<file path="config.mk">
export PLATFORM = sky130hd
export DESIGN_NAME = multi_debounce
export DESIGN_NICKNAME = d
export VERILOG_FILES = /design/src/rtl/multi_debounce.sv
export SDC_FILE = /design/constraint.sdc
export NUM_CORES = 1
export LEC_CHECK = 0
export BUFFER_PORTS_ARGS = -buffer_cell sky130_fd_sc_hd__buf_2
export CAP_MARGIN = 20
export CORE_UTILIZATION = 55
export CTS_BUF_LIST = sky130_fd_sc_hd__clkbuf_8
export DETAILED_ROUTE_END_ITERATION = 10
export GPL_TIMING_DRIVEN = 1
export PLACE_DENSITY_LB_ADDON = 0.2
export SYNTH_ARGS = -nofsm -noshare
export SYNTH_HDL_FRONTEND = slang
export SYNTH_SLANG_ARGS = --single-unit
</file>
<file path="constraint.sdc">
create_clock -name clk -period 2.95 [get_ports clk]
set_input_delay 0.295 -clock clk [delete_from_list [all_inputs] [get_ports clk]]
set_output_delay 0.295 -clock clk [all_outputs]
set_load 0.02 [all_outputs]
</file>
<file path="src/rtl/multi_debounce.sv">
// N-channel push-button debouncer: per-channel 2-flop synchroniser, 4-state debounce FSM,
// registered rise/fall strobes and a single long-press (hold) strobe per press.
module multi_debounce #(
    parameter int                  CHANNELS        = 4,
    parameter int                  DEBOUNCE_CYCLES = 50000,
    parameter int                  HOLD_CYCLES     = 50000000,
    parameter logic [CHANNELS-1:0] INIT_VALUE      = '0
) (
    input  logic                clk,
    input  logic                rst_n,
    input  logic [CHANNELS-1:0] signal_i,
    output logic [CHANNELS-1:0] signal_o,
    output logic [CHANNELS-1:0] rise_o,
    output logic [CHANNELS-1:0] fall_o,
    output logic [CHANNELS-1:0] hold_o
);

    localparam int CW = $clog2(DEBOUNCE_CYCLES);

    typedef enum logic [1:0] {ZERO, Z2O, ONE, O2Z} state_t;

    for (genvar i = 0; i < CHANNELS; i++) begin : g_ch
        logic          sync_a;
        logic          sync_b;
        state_t        state;
        logic [CW-1:0] cnt;
        logic          level;
        logic          rise;
        logic          fall;

        always_ff @(posedge clk or negedge rst_n) begin
            if (!rst_n) begin
                sync_a <= INIT_VALUE[i];
                sync_b <= INIT_VALUE[i];
                state  <= INIT_VALUE[i] ? ONE : ZERO;
                cnt    <= '0;
                level  <= INIT_VALUE[i];
                rise   <= 1'b0;
                fall   <= 1'b0;
            end else begin
                sync_a <= signal_i[i];
                sync_b <= sync_a;
                rise   <= 1'b0;
                fall   <= 1'b0;
                // A disagreeing sample always aborts, even on the cycle the count would complete.
                case (state)
                    ZERO: begin
                        if (sync_b) begin
                            state <= Z2O;
                            cnt   <= '0;
                        end
                    end
                    Z2O: begin
                        if (!sync_b) begin
                            state <= ZERO;
                        end else if (cnt == CW'(DEBOUNCE_CYCLES - 1)) begin
                            state <= ONE;
                            level <= 1'b1;
                            rise  <= 1'b1;
                        end else begin
                            cnt <= cnt + 1'b1;
                        end
                    end
                    ONE: begin
                        if (!sync_b) begin
                            state <= O2Z;
                            cnt   <= '0;
                        end
                    end
                    O2Z: begin
                        if (sync_b) begin
                            state <= ONE;
                        end else if (cnt == CW'(DEBOUNCE_CYCLES - 1)) begin
                            state <= ZERO;
                            level <= 1'b0;
                            fall  <= 1'b1;
                        end else begin
                            cnt <= cnt + 1'b1;
                        end
                    end
                endcase
            end
        end

        assign signal_o[i] = level;
        assign rise_o[i]   = rise;
        assign fall_o[i]   = fall;

        if (HOLD_CYCLES > 0) begin : g_hold
            localparam int HW = (HOLD_CYCLES > 1) ? $clog2(HOLD_CYCLES) : 1;

            logic [HW-1:0] hcnt;
            logic          held;
            logic          hold;

            // held starts set for a channel that resets high: that level is not a press.
            always_ff @(posedge clk or negedge rst_n) begin
                if (!rst_n) begin
                    hcnt <= '0;
                    held <= INIT_VALUE[i];
                    hold <= 1'b0;
                end else begin
                    hold <= 1'b0;
                    if (state == ONE || state == O2Z) begin
                        if (!held) begin
                            if (hcnt == HW'(HOLD_CYCLES - 1)) begin
                                hold <= 1'b1;
                                held <= 1'b1;
                            end else begin
                                hcnt <= hcnt + 1'b1;
                            end
                        end
                    end else begin
                        hcnt <= '0;
                        held <= 1'b0;
                    end
                end
            end

            assign hold_o[i] = hold;
        end else begin : g_nohold
            assign hold_o[i] = 1'b0;
        end
    end

endmodule

</file>
==> reports/qor.log <==
qor: setup_path.crit_chain or4b_2 > nor3_1 > and3_1 > or4b_2 > mux2i_1
qor: detailed_routing.wirelength 21000 um
qor: placement.dp.final_hpwl 13600 um
qor: timing.timing_max_transition_violations_final 0
qor: run.max_cap_viol_count 0
qor: setup_path.critPathLaunchType register
qor: yosys.synth-seq-cells 204
qor: clocking.htreeDepth 2
qor: placement.placement.setup.worst_slack 570 ps
qor: yosys.synth_flop_cell sky130_fd_sc_hd__dfrtp_1
qor: die.dieWidth 142 um
qor: clocking.cts_tree yes
qor: yosys.synth-edff-count 0
qor: status.run_status finished clean
qor: clocking.cts.hold.buffers_added 5
qor: final_layout.final_cells 1464
qor: timing.grt_setup_unrepaired no
qor: min_path.worst_hold_startpoint g_ch[1].sync_a
qor: timing.timing.slew.headroom 45.2%
qor: placement.io_buffer_count 21
qor: die.core-area 19000 sq um
qor: final_layout.area_growth 9.92%
qor: detailed_routing.vias_per_cell 5.78
qor: setup_path.cp_slowest_stage_delay 690 ps
qor: placement.gpl.final_weighted_congestion 0.813
qor: setup_path.worstSetupPathType reg -> reg
qor: clocking.tritoncts_num_sinks 204
qor: setup_path.cp.buffers_inverters 0
qor: global_routing.grt_antenna_before_repair 0
qor: final_layout.filler_cell_count 1646
qor: final_layout.antenna-diode-count 0
qor: detailed_routing.detail_route.wl_per_cell 14.4 um
qor: global_routing.largest_net_degree_at_the_start_of_global_routing 83
qor: setup_path.critical_path.reg2reg.startpoint g_ch[1].g_hold.hcnt[16]
qor: die.die_area 20300 sq um
qor: global_routing.first_global_vias 8008
qor: setup_path.worst_r2r_path_depth 5
qor: setup_path.worstReg2RegEnd g_ch[1].g_hold.hcnt[5]
qor: setup_path.rrSetupSlack 560 ps
qor: detailed_routing.num_vias 8461
qor: yosys.synth_area 10800 sq um
qor: placement.placed_cells_incl_taps 1397
qor: die.top_level_pins 22
qor: min_path.hold_path_depth 0
qor: yosys.async_flop_share 100%
qor: detailed_routing.detailed_routing_iterations_pass_1 4
qor: timing.tightestPinTransition 816 ps
qor: detailed_routing.drcViolationCount 0
qor: clocking.worstSkewPairLatency 510 ps
qor: setup_path.cpLargestDelayFamily simple AND/OR/NAND/NOR gates
qor: clocking.cts_root_buffer sky130_fd_sc_hd__clkbuf_8
qor: setup_path.worstPathRequired 3380 ps
qor: clocking.numCtsBuffers 36
qor: global_routing.globalRouteOverflowTotal 0
qor: clocking.cts.repair.resized 0
qor: yosys.ys.warnings.count 0
qor: detailed_routing.drt_iter0_markers 382
qor: placement.dpl-instance-area 11100 sq um
qor: die.std_cell_rows 50
qor: timing.fin_tns_setup 0 ps
qor: clocking.post-cts-setup-buffers 0
qor: timing.finClkSkew 16.3 ps
qor: timing.crit_share_post_route 80.9%
qor: clocking.path_clk_slew 60 ps
qor: detailed_routing.final_antenna_net_count 0
qor: yosys.synth_fp_nets 1173
qor: min_path.hold_class reg -> reg
qor: setup_path.critPathMostFrequentCell sky130_fd_sc_hd__or4b_2
qor: min_path.holdPathEnd g_ch[1].sync_b
qor: final_layout.drive_above_1_share 10.9%
qor: timing.fin_crit 2390 ps
qor: global_routing.wire_length_of_the_first_global_routing_pass 36900 um
qor: pwr.largest_vdd_supply_drop 0.336 mV
qor: die.starting_density_of_the_core 56.9%
qor: timing.setup_viol_count_final 0
qor: yosys.netlist_instances 1159
qor: setup_path.critical_path.max_fanout 15
qor: die.die-height 142 um
qor: final_layout.layout_commonest_cell sky130_fd_sc_hd__dfrtp_1
qor: setup_path.worst_setup_path_end_kind register
qor: setup_path.critPathArrivalTime 2810 ps
qor: yosys.synth.yosys.seq_area_share 47.1%
qor: final_layout.num-nets-final 1194
qor: timing.max_freq 419 MHz
qor: timing.post-route-worst-setup-slack 564 ps
qor: pwr.p_per_area 481 nW/um^2
qor: pwr.power.leakage 5.02 nW
qor: global_routing.grt.total_usage 21.9%
qor: setup_path.critical_path.slowest_cell sky130_fd_sc_hd__or4b_2
qor: clocking.clock_tree.buffer_depth 3
qor: final_layout.mostFrequentLayoutCells sky130_fd_sc_hd__dfrtp_1 (204), sky130_fd_sc_hd__nand2_1 (138), sky130_fd_sc_hd__nor2_1 (109)
qor: yosys.post_synth_num_cell_types 63
qor: yosys.syn_avg_cell_area 9.34 sq um
qor: timing.finalHoldViolCount 0
qor: final_layout.design_area 11900 sq um
stage by stage:
step / power, mW / hold WS, ps / utilization (%)
2_1_floorplan: 3.04 / -0.591 / -
3_3_place_gp: 3.14 / 332 / 58.5
3_5_place_dp: 3.14 / 336 / 58.5
4_1_cts: 5.81 / 343 / 62.6
5_1_grt: 5.98 / 353 / 62.6
6_report: 5.73 / 344 / 62.6
sequential cells by signal (all words and copies together) (netlist names), named ones only:
register and count:
g_ch.g_hold.hcnt 104, g_ch.rise 4, g_ch.sync_b 4, g_ch.state 4, g_ch.fall 4, g_ch.cnt 64
g_ch.g_hold.held 4, g_ch.g_hold.hold 4, g_ch.sync_a 4, g_ch.level 4
cells in the mapped netlist, drive strengths merged (21+ instances only):
cell type | count | area share [%]
nor3 | 32 | 1.5
and2 | 23 | 1.3
xnor2 | 36 | 2.9
and3 | 28 | 1.6
nor4 | 33 | 2.5
mux2i | 34 | 3.1
clkbuf | 33 | 1.1
buf | 26 | 1.6
dfrtp | 204 | 47
nand2 | 138 | 4.8
o21ai | 63 | 2.9
nor2 | 109 | 3.8
xor2 | 40 | 3.2
a21oi | 37 | 1.7
inv | 21 | 0.73
nand3 | 87 | 4.0
nand4 | 35 | 2.0
cell families (layout without fill, tap and decap cells):
group,Yosys count,count (layout),synth area share [%]
AND/OR/NAND/NOR,600,600,30.1
flip-flops,204,204,47.1
AO/OA/AOI/OAI,149,149,8.32
buffers and inverters,81,126,3.55
XOR/XNOR,76,76,6.15
multiplexers,41,41,3.87
adder cells (fa/ha/maj),8,8,0.924
how the worst max path moves through the flow:
stage,end,depth (start not counted),from
global route,g_ch[1].g_hold.hcnt[3],6,g_ch[1].g_hold.hcnt[0]
CTS,g_ch[1].g_hold.hcnt[5],5,g_ch[1].g_hold.hcnt[16]
detailed placement,g_ch[1].g_hold.hcnt[5],5,g_ch[1].g_hold.hcnt[16]
finish,g_ch[1].g_hold.hcnt[5],5,g_ch[1].g_hold.hcnt[16]
global placement,g_ch[1].g_hold.hcnt[5],5,g_ch[1].g_hold.hcnt[16]
floorplan,g_ch[0].g_hold.hcnt[15],6,g_ch[0].g_hold.hcnt[18]
per-layer routing:
metal	vias to the layer above	track usage, %	routed length (um)
met1	4107	29.7	9890
met5	-	0	0
li1	4181	-	-
met4	0	7.07	350
met2	146	36.1	9950
met3	27	3.53	828
area by class of cell:
type | count | area [sq um] | share of cell area (%)
Multi-Input combinational cell | 874 | 5350 | 44.9
Clock inverter | 15 | 86.3 | 0.725
Timing Repair Buffer | 42 | 310 | 2.61
Sequential cell | 204 | 5100 | 42.9
Tap cell | 260 | 325 | 2.73
Inverter | 22 | 82.6 | 0.694
Clock buffer | 47 | 647 | 5.43
power by group:
group          internal, mW  switching [mW]
combinational        0.0662           0.121
clock                  1.51            1.13
sequential             2.84          0.0650
total                  4.41            1.31
No activity file was read; power rests on OpenSTA's default activity.
